==> config.mk <==
export PLATFORM = sky130hd
export DESIGN_NAME = recip_result_avg
export DESIGN_NICKNAME = d
export VERILOG_FILES = /design/src/rtl/recip_pkg.sv /design/src/rtl/recip_minmax_track.sv /design/src/rtl/recip_result_avg.sv
export SDC_FILE = /design/constraint.sdc
export NUM_CORES = 1
export LEC_CHECK = 0
export ABC_AREA = 1
export BUFFER_PORTS_ARGS = -buffer_cell sky130_fd_sc_hd__buf_2
export CAP_MARGIN = 20
export CELL_PAD_IN_SITES_DETAIL_PLACEMENT = 0
export CELL_PAD_IN_SITES_GLOBAL_PLACEMENT = 1
export CORE_MARGIN = 2
export CORE_UTILIZATION = 47
export CTS_BUF_LIST = sky130_fd_sc_hd__clkbuf_4 sky130_fd_sc_hd__clkbuf_8
export CTS_CLUSTER_DIAMETER = 50
export DETAILED_ROUTE_END_ITERATION = 10
export PLACE_DENSITY = 0.91
export SLEW_MARGIN = 10
export SYNTH_ARGS = -nofsm -noshare
export SYNTH_HDL_FRONTEND = slang
export SYNTH_SLANG_ARGS = --single-unit
==> constraint.sdc <==
create_clock -name clk_fast -period 4.4 [get_ports clk_fast]
set_input_delay 1.1 -clock clk_fast [delete_from_list [all_inputs] [get_ports clk_fast]]
set_output_delay 1.1 -clock clk_fast [all_outputs]
set_load 0.02 [all_outputs]
==> src/rtl/recip_pkg.sv <==
// recip_pkg: shared FSM states, width helpers and saturating counter for recip_result_avg.
package recip_pkg;
    typedef enum logic [1:0] {S_WAIT_VALID, S_ACK, S_WAIT_DROP, S_OUTPUT} state_t;
    localparam int DEF_COARSE_WIDTH = 24;
    localparam int DEF_FINE_WIDTH = 8;
    localparam int DEF_AVG_LOG2 = 4;
    function automatic int sw_of(input int coarse_w, input int fine_w);
        return coarse_w + fine_w;
    endfunction
    function automatic int acc_w_of(input int coarse_w, input int fine_w, input int avg_log2);
        return coarse_w + fine_w + avg_log2;
    endfunction
    localparam int SW = sw_of(DEF_COARSE_WIDTH, DEF_FINE_WIDTH);
    localparam int ACC_W = acc_w_of(DEF_COARSE_WIDTH, DEF_FINE_WIDTH, DEF_AVG_LOG2);
    function automatic logic [7:0] sat_inc8(input logic [7:0] v);
        return (v == 8'hff) ? v : v + 8'd1;
    endfunction
endpackage

==> src/rtl/recip_minmax_track.sv <==
// recip_minmax_track: running min/max of accepted samples, latched alongside the window mean.
module recip_minmax_track
    import recip_pkg::*;
#(
    parameter int W = SW
) (
    input  logic         clk_fast,
    input  logic         rst,
    input  logic         init,
    input  logic         upd,
    input  logic [W-1:0] sample,
    input  logic         latch,
    output logic [W-1:0] out_min,
    output logic [W-1:0] out_max
);
    logic [W-1:0] cur_min, cur_max;
    always_ff @(posedge clk_fast or posedge rst) begin
        if (rst) begin
            cur_min <= '1;
            cur_max <= '0;
            out_min <= '0;
            out_max <= '0;
        end else begin
            if (latch) begin
                out_min <= cur_min;
                out_max <= cur_max;
            end
            if (init) begin
                cur_min <= '1;
                cur_max <= '0;
            end else if (upd) begin
                cur_min <= (sample < cur_min) ? sample : cur_min;
                cur_max <= (sample > cur_max) ? sample : cur_max;
            end
        end
    end
endmodule

==> src/rtl/recip_result_avg.sv <==
// recip_result_avg: averages 2^AVG_LOG2 TDC results into a fixed-point mean on a valid/ready output.
// Define RECIP_AVG_MINMAX_EN to add per-window out_min/out_max.
module recip_result_avg
    import recip_pkg::*;
#(
    parameter int COARSE_WIDTH = DEF_COARSE_WIDTH,
    parameter int FINE_WIDTH   = DEF_FINE_WIDTH,
    parameter int USE_FINE     = 1,
    parameter int AVG_LOG2     = DEF_AVG_LOG2
) (
    input  logic                                clk_fast,
    input  logic                                rst,
    input  logic                                in_valid,
    output logic                                in_ack,
    input  logic [COARSE_WIDTH-1:0]             in_coarse,
    input  logic [FINE_WIDTH-1:0]               in_fine,
    input  logic                                clear,
    output logic                                out_valid,
    input  logic                                out_ready,
    output logic [COARSE_WIDTH+FINE_WIDTH-1:0]  out_mean,
`ifdef RECIP_AVG_MINMAX_EN
    output logic [COARSE_WIDTH+FINE_WIDTH-1:0]  out_min,
    output logic [COARSE_WIDTH+FINE_WIDTH-1:0]  out_max,
`endif
    output logic [7:0]                          err_zero_cnt
);
    localparam int SMP_W = sw_of(COARSE_WIDTH, FINE_WIDTH);
    localparam int AW = acc_w_of(COARSE_WIDTH, FINE_WIDTH, AVG_LOG2);
    localparam logic [AVG_LOG2:0] FULL = (AVG_LOG2 + 1)'(1 << AVG_LOG2);
    state_t state, nxt;
    logic [AW-1:0] acc;
    logic [AVG_LOG2:0] cnt;
    logic [SMP_W-1:0] sample;
    logic take, zero, latch;
    assign sample = {in_coarse, (USE_FINE != 0) ? in_fine : {FINE_WIDTH{1'b0}}};
    assign zero = (state == S_ACK) && (in_coarse == '0);
    assign take = (state == S_ACK) && !clear && (in_coarse != '0);
    assign latch = (state == S_WAIT_DROP) && !in_valid && !clear && (cnt == FULL);
    always_ff @(posedge clk_fast or posedge rst) begin
        if (rst) state <= S_WAIT_VALID;
        else state <= nxt;
    end
    // clear overrides every transition but still lets a running ack finish through S_WAIT_DROP
    always_comb begin
        nxt = state;
        if (clear) nxt = (state == S_ACK || state == S_WAIT_DROP) ? S_WAIT_DROP : S_WAIT_VALID;
        else begin
            case (state)
                S_WAIT_VALID: nxt = in_valid ? S_ACK : S_WAIT_VALID;
                S_ACK:        nxt = S_WAIT_DROP;
                S_WAIT_DROP:  nxt = in_valid ? S_WAIT_DROP : (cnt == FULL) ? S_OUTPUT : S_WAIT_VALID;
                default:      nxt = out_ready ? S_WAIT_VALID : S_OUTPUT;
            endcase
        end
    end
    always_comb in_ack = (state == S_ACK);
    always_ff @(posedge clk_fast or posedge rst) begin
        if (rst) begin
            acc <= '0;
            cnt <= '0;
            out_valid <= 1'b0;
            out_mean <= '0;
            err_zero_cnt <= '0;
        end else begin
            if (zero) err_zero_cnt <= sat_inc8(err_zero_cnt);
            if (clear) begin
                acc <= '0;
                cnt <= '0;
                out_valid <= 1'b0;
            end else if (latch) begin
                out_mean <= acc[AW-1:AVG_LOG2];
                out_valid <= 1'b1;
                acc <= '0;
                cnt <= '0;
            end else begin
                if (take) begin
                    acc <= acc + AW'(sample);
                    cnt <= cnt + (AVG_LOG2 + 1)'(1);
                end
                if (state == S_OUTPUT && out_ready) out_valid <= 1'b0;
            end
        end
    end
`ifdef RECIP_AVG_MINMAX_EN
    recip_minmax_track #(.W(SMP_W)) u_minmax (
        .clk_fast(clk_fast),
        .rst(rst),
        .init(clear | latch),
        .upd(take),
        .sample(sample),
        .latch(latch),
        .out_min(out_min),
        .out_max(out_max)
    );
`endif
endmodule

==> results of run 1 <==
-- placed cells by master (no fill, tap or decap), drive strengths merged --
cell | Yosys | routed
a21o | 2 | 2
a21oi | 50 | 50
a22o | 2 | 2
and2 | 1 | 1
buf | 10 | 80
bufinv | 0 | 1
clkbuf | 1 | 10
clkinv | 0 | 1
clkinvlp | 0 | 3
dfrtp | 84 | 84
fa | 1 | 1
ha | 40 | 40
inv | 107 | 108
mux2 | 18 | 18
nand2 | 276 | 276
nand3 | 35 | 35
nand3b | 7 | 7
nand4 | 5 | 5
nor2 | 89 | 89
nor3 | 9 | 9
o21a | 2 | 2
o21ai | 52 | 52
o21bai | 8 | 8
o22ai | 6 | 6
xnor2 | 10 | 10
xor2 | 4 | 4
-- worst max path at each step --
stage                   end  cells past startpoint  slack, ns
floorplan            acc[0]                      1       1.13
global placement    acc[22]                     14       1.44
detailed placement  acc[22]                     14       1.40
CTS                 acc[22]                     14       1.80
global route        acc[32]                     14       1.55
finish              acc[22]                     14       1.78
-- final cells by class --
| class | count | area, um^2 | area share [%] |
|---|---|---|---|
| Timing Repair Buffer | 80 | 405.4 | 6.117 |
| Inverter | 107 | 407.9 | 6.154 |
| Tap cell | 168 | 210.2 | 3.172 |
| Sequential cell | 84 | 2102 | 31.72 |
| Clock inverter | 6 | 72.57 | 1.095 |
| Multi-Input combinational cell | 617 | 3298 | 49.76 |
| Clock buffer | 10 | 131.4 | 1.982 |
-- sequential cells by signal, indices dropped and copies added, names as in the netlist --
name / flops
out_mean: 32
state: 2
cnt: 5
err_zero_cnt: 8
acc: 36
out_valid: 1
-- report_power, final --
part	internal, mW	total (mW)	switching, mW
sequential	0.838	0.889	0.0513
clock	0.274	0.589	0.315
combinational	0.241	0.726	0.485
total	1.35	2.20	0.852
-- layer usage --
metal	global-route usage [%]	vias up	share of wire, %
met5	0	-	0
li1	-	2786	-
met1	32.39	2467	48
met4	10.32	0	2.8
met3	3.086	28	4.4
met2	39.73	144	45
-- worst reg2reg max path, delay by kind of cell (launching register included) --
family / cells / cell delay [ns]
DFF: 1 / 0.39
muxes: 1 / 0.52
and+or+nand+nor: 3 / 0.85
adders and majority gates: 1 / 0.22
buffers and inverters: 1 / 0.13
-- cells by family after synthesis --
kind of cell               count (synthesis)
adders and majority gates                 41
DFF                                       84
xor gates and xnor gates                  14
buffers and inverters                    118
AOI/OAI and AO/OA                        122
and+or+nand+nor                          422
muxes                                     18
==> reports/qor.csv, run 1 <==
stage;metric;value;unit
timing;Final period util;59.62;%
min_path;Worst Min Path Start;out_mean[4];
synth;simple-gate share of the synthesized area;30.42;%
clock_tree;CTS Root Cell;clkbuf_8;
critical_path;FF-to-FF setup slack;2.18;ns
critical_path;Max stage delay on crit path;0.45;ns
global_routing;vias in the first global route;5372;
global_routing;GRT Total Usage;24.24;%
clock_tree;H-tree depth;3;
floorplanning;Die W;115.9;um
synth;Synth Register Bits;84;
min_path;Min-Delay Path Class;register to register;
global_routing;largest net degree at the start of global routing;49;
synth;count of cell types in the netlist;37;
critical_path;Critical Path End Type;register;
critical_path;Worst Setup Start Kind;primary input;
clock_tree;Clk pin slew, worst setup/hold paths;0.09;ns
layout;Core Util, Final;54.72;%
clock_tree;clk buf depth;2;
synth;Post-Synth XOR/XNOR Area;2.085;%
synth;top-count cell post-synth;nand2_1;
global_routing;total grt overflow;0;
critical_path;crit-path cells;buf_2 > ha_1 > fa_1 > nand3_1 > nand3_1 > nand2_1 > nand2_1 > nand2_1 > nand2_1 > nand2_1 > nand2_1 > nand2_1 > nand2_1 > o21ai_0;
synth;portion of netlist area occupied by mux cells;3.446;%
synth;Yosys top cell by area;dfrtp_1;
synth;post-synthesis cell area;5882;um^2
critical_path;family with the most delay on the worst path;simple AND/OR/NAND/NOR gates;
pwr;Worst VDD drop;172.0;uV
floorplanning;core box area;12110;um^2
synth;syn avg cell area;7.182;um^2
layout;area delta synth->final;12.68;%
flow_run;max-cap violations;0;
routing;total wire length;15290;um
timing;Final min period;2.623;ns
min_path;number of cells on the worst hold path;2;
synth;Seq/Total Area, Yosys;35.74;%
placement;number of placed cells counting well taps;1056;
synth;synthesized-area fraction occupied by adder cells;8.849;%
clock_tree;TritonCTS Sinks;84;
clock_tree;setup bufs post-CTS;0;
clock_tree;clk_lat worst skew;0.38;ns
routing;DRC;0;
synth;largest cells by area after synthesis;dfrtp_1, nand2_1, ha_1, inv_1, nor2_1;
timing;fmax;381.2;MHz
pwr;Leakage;3.626;nW
floorplanning;floorplan row count;40;
synth;compound-cell area share of the yosys netlist;11.27;%
floorplanning;initial core utilization;48.56;%
critical_path;worst r2r dst;out_mean[26];
timing;fin. max-slew vios;0;
clock_tree;CTS tree;built;
global_routing;first-pass GRT wire length;25320;um
routing;first-pass iteration count of the detailed router;5;
synth;share of the synthesized area in the top cell type;35.74;%
placement;GP Congestion;0.9519;
routing;routed vias/inst;5.061;
timing;max_slew headroom;39.73;%
routing;drt wl/cell;14.26;um
layout;layout cell share with drive strength beyond 1;14.93;%
synth;largest family of logic cells by synthesized area;simple AND/OR/NAND/NOR gates;
timing;Final Skew;0.01136;ns
clock_tree;CTS Hold Buffers Added;0;
synth;Post-synth EDFFs;0;
floorplanning;I/O pins;79;
routing;Post-DRT Antenna Nets;0;
timing;final worst slack;1.777;ns
clock_tree;post-CTS resize count;0;
placement;DP Wirelength;12100;um
placement;DP Worst Slack;1.396;ns
critical_path;Worst EP arrival;2.93;ns
critical_path;Crit Path Max Fanout;4;
timing;TNS Setup;0;ns
layout;antenna cells;0;
timing;Final setup viols;0;
synth;Main synth FF type;dfrtp_1;
global_routing;initial antenna violation count;0;
floorplanning;Die ar.;13430;um^2
critical_path;reg-to-reg startpoint;cnt[0];
layout;nets;977;
synth;Mapped Nets;897;
critical_path;Worst EP required;4.71;ns
critical_path;Crit-path slowest cell;fa_1;
timing;worst slew pin tran;0.9008;ns
synth;fraction of registers with async set/reset;100.0;%
timing;Final Hold Vio Count;0;
clock_tree;Num CTS Buffers;9;
layout;Fillers;1226;
floorplanning;die height;115.9;um
synth;Post-Syn Instances;819;
timing;hold slack;0.4818;ns
pwr;post-layout power;2.205;mW
critical_path;buffers and inverters on the worst path;1;
layout;post-route cell area;6628;um^2
layout;final non-filler cell total;1072;
min_path;Worst Hold Path EP;out_mean[4];
routing;Iter 0 DRT Violations;257;
critical_path;most used cell along the critical path;nand2_1;
critical_path;worst r2r path cells;6;
synth;Yosys Warn Count;0;
critical_path;WS Path Type;primary input to register;
outcome;status;complete, no violations;
critical_path;Crit. Startpoint;in_fine[0];
placement;PortBufs;78;
routing;DR vias;5425;
pwr;pwr dens;332.6;nW/um^2
placement;Post-Place Cell Area;6424;um^2
synth;most frequent cells after synthesis;nand2_1, inv_1, dfrtp_1, nor2_1, a21oi_1;
timing;RSZ-0062 raised after global routing;no;
Note: power is estimated with default switching activity, not from simulation.
==> run 2, diff against run 1 <==
--- a/config.mk
+++ b/config.mk
@@ -11,11 +11,11 @@
 export CELL_PAD_IN_SITES_DETAIL_PLACEMENT = 0
 export CELL_PAD_IN_SITES_GLOBAL_PLACEMENT = 1
 export CORE_MARGIN = 2
-export CORE_UTILIZATION = 47
+export CORE_UTILIZATION = 44
 export CTS_BUF_LIST = sky130_fd_sc_hd__clkbuf_4 sky130_fd_sc_hd__clkbuf_8
 export CTS_CLUSTER_DIAMETER = 50
 export DETAILED_ROUTE_END_ITERATION = 10
-export PLACE_DENSITY = 0.91
+export PLACE_DENSITY = 0.87
 export SLEW_MARGIN = 10
 export SYNTH_ARGS = -nofsm -noshare
 export SYNTH_HDL_FRONTEND = slang
==> constraint.sdc (replaced) <==
create_clock -name clk_fast -period 2.6 [get_ports clk_fast]
set_input_delay 0.65 -clock clk_fast [delete_from_list [all_inputs] [get_ports clk_fast]]
set_output_delay 0.65 -clock clk_fast [all_outputs]
set_load 0.02 [all_outputs]
==> reports/qor.csv, run 2 (same netlist as run 1, synthesis figures left out) <==
stage;metric;value;unit;change
global_routing;largest net degree at the start of global routing;48;;-2.0%
clock_tree;H-tree depth;3;;unchanged
timing;final worst slack;0.4027;ns;-1.374 ns
critical_path;Crit-path slowest cell;fa_1;;
critical_path;Worst Setup Start Kind;register;;
global_routing;initial antenna violation count;0;;unchanged
critical_path;Crit. Startpoint;acc[0];;
timing;TNS Setup;0;ns;unchanged
placement;DP Worst Slack;0.07963;ns;-1.317 ns
layout;Largest register FFs;36;;unchanged
routing;Post-DRT Antenna Nets;0;;unchanged
timing;Final setup viols;0;;unchanged
critical_path;FF-to-FF setup slack;0.40;ns;-1.78 ns
timing;Final Hold Vio Count;0;;unchanged
clock_tree;CTS Hold Buffers Added;0;;unchanged
timing;fmax;455.1;MHz;
global_routing;vias in the first global route;5043;;-6.1%
timing;Final min period;2.197;ns;
routing;first-pass iteration count of the detailed router;5;;unchanged
routing;drt wl/cell;13.94;um;-2.3%
critical_path;worst r2r dst;acc[14];;
critical_path;buffers and inverters on the worst path;0;;-1
floorplanning;floorplan row count;42;;+5.0%
clock_tree;clk buf depth;2;;unchanged
timing;Final period util;84.51;%;
placement;DP Wirelength;11960;um;-1.1%
clock_tree;TritonCTS Sinks;84;;unchanged
clock_tree;Clk pin slew, worst setup/hold paths;0.09;ns;about the same
clock_tree;post-CTS resize count;0;;unchanged
critical_path;Worst EP required;2.84;ns;-1.87 ns
pwr;Leakage;3.695;nW;+1.9%
floorplanning;core box area;13140;um^2;+8.5%
clock_tree;clk_lat worst skew;0.38;ns;about the same
clock_tree;CTS tree;built;;
floorplanning;I/O pins;79;;unchanged
critical_path;CP endpoint;acc[14];;
floorplanning;Die ar.;14310;um^2;+6.6%
timing;max_slew headroom;66.39;%;+27 points
critical_path;Critical Path End Type;register;;
layout;layout cell share with drive strength beyond 1;15.49;%;+0.56 points
critical_path;WS Path Type;register to register;;
routing;total wire length;15140;um;-0.97%
pwr;pwr dens;583.2;nW/um^2;+75%
routing;DR vias;5273;;-2.8%
routing;DRC;0;;unchanged
layout;nets;983;;+0.61%
critical_path;Max stage delay on crit path;0.45;ns;about the same
critical_path;crit-path cells;ha_1 > fa_1 > nand3_1 > nand3_1 > nand2_1 > nand2_1 > nand2_1 > nand2_1 > o21ai_0 > o21ai_0;;
clock_tree;CTS Root Cell;clkbuf_8;;
layout;most frequent cells in the layout;nand2_1, inv_1, dfrtp_1, nor2_1, buf_2;;
clock_tree;Num CTS Buffers;9;;unchanged
layout;area delta synth->final;14.95;%;
routing;routed vias/inst;4.855;;-4.1%
critical_path;Worst EP arrival;2.44;ns;-0.49 ns
critical_path;family with the most delay on the worst path;adder cells;;
placement;GP Congestion;0.8981;;-5.7%
routing;Iter 0 DRT Violations;250;;-2.7%
layout;commonest non-fill, non-tap cell in the layout;nand2_1;;
layout;antenna cells;0;;unchanged
timing;RSZ-0062 raised after global routing;no;;
critical_path;reg-to-reg startpoint;acc[0];;
global_routing;total grt overflow;0;;unchanged
timing;Final Skew;0.02082;ns;+0.009467 ns
floorplanning;initial core utilization;44.77;%;-3.8 points
placement;PortBufs;78;;unchanged
floorplanning;Die W;119.6;um;+3.2%
clock_tree;setup bufs post-CTS;0;;unchanged
timing;worst slew pin tran;0.5023;ns;-0.3985 ns
timing;fin. max-slew vios;0;;unchanged
flow_run;max-cap violations;0;;unchanged
min_path;Min-Delay Path Class;primary input to async pin;;
layout;Fillers;1380;;+13%
layout;Top Registers;acc: 36 flops, out_mean: 32 flops, err_zero_cnt: 8 flops;;
layout;largest register by flop count;acc;;
pwr;Worst VDD drop;273.9;uV;+59%
critical_path;most used cell along the critical path;nand2_1;;
outcome;status;complete, no violations;;
critical_path;worst r2r path cells;10;;+4
global_routing;first-pass GRT wire length;25440;um;+0.49%
critical_path;Crit Path Max Fanout;4;;unchanged
global_routing;GRT Total Usage;22.55;%;-1.7 points
floorplanning;die height;119.6;um;+3.2%
critical_path;WP depth;10;;-4
[run 2: cell count changes in the layout (fill, tap and decap cells not counted)]
cell / before / now
inv_6: 1 / 0
buf_4: 2 / 5
clkinvlp_4: 3 / 1
buf_12: 0 / 3
clkinv_2: 1 / 2
bufinv_16: 1 / 3
[run 2: routing by layer]
layer | vias to the layer above | track usage, % | routed length (um) | share of wire [%]
li1 | 2791 | - | - | -
met1 | 2373 | 33.19 | 7866 | 52
met2 | 95 | 34.04 | 6468 | 43
met3 | 14 | 3.707 | 550 | 3.6
met4 | 0 | 6.838 | 256 | 1.7
met5 | - | 0 | 0 | 0
[run 2: cell type report]
cell class | instances | area (um^2) | area share [%]
multi-input combinational | 617 | 3298 | 48.78
sequential | 84 | 2102 | 31.09
timing repair buffer | 86 | 488.0 | 7.217
clock inverter | 6 | 111.4 | 1.647
inverter | 107 | 410.4 | 6.070
tap | 176 | 220.2 | 3.257
clock buffer | 10 | 131.4 | 1.943
[run 2: how the worst min path moves through the flow]
stage	startpoint	to	depth (start not counted)
CTS	rst	out_mean[12]	2
floorplan	acc[2]	acc[2]	2
global route	rst	out_mean[11]	2
detailed placement	out_mean[5]	out_mean[5]	2
finish	rst	out_mean[12]	2
global placement	out_mean[5]	out_mean[5]	2
[run 2: report_power, final]
group / leakage (nW) / total (mW) / internal (mW) / switching [mW]
logic: 2.43 / 1.25 / 0.431 / 0.822
clock network: 0.126 / 1.18 / 0.653 / 0.531
registers: 1.14 / 1.51 / 1.42 / 0.0890
total: 3.69 / 3.94 / 2.50 / 1.44
[run 2: per-stage QoR]
step	utilization [%]	cells	area (um^2)	total power, mW	hold WS, ns
2_1_floorplan	-	819	5886	2.419	0.4627
3_3_place_gp	49.62	1070	6519	2.770	0.4597
3_5_place_dp	49.62	1070	6519	2.779	0.4681
4_1_cts	51.47	1086	6761	3.963	0.1524
5_1_grt	51.47	1086	6761	4.210	0.1675
6_report	51.47	1086	6761	3.944	0.1676
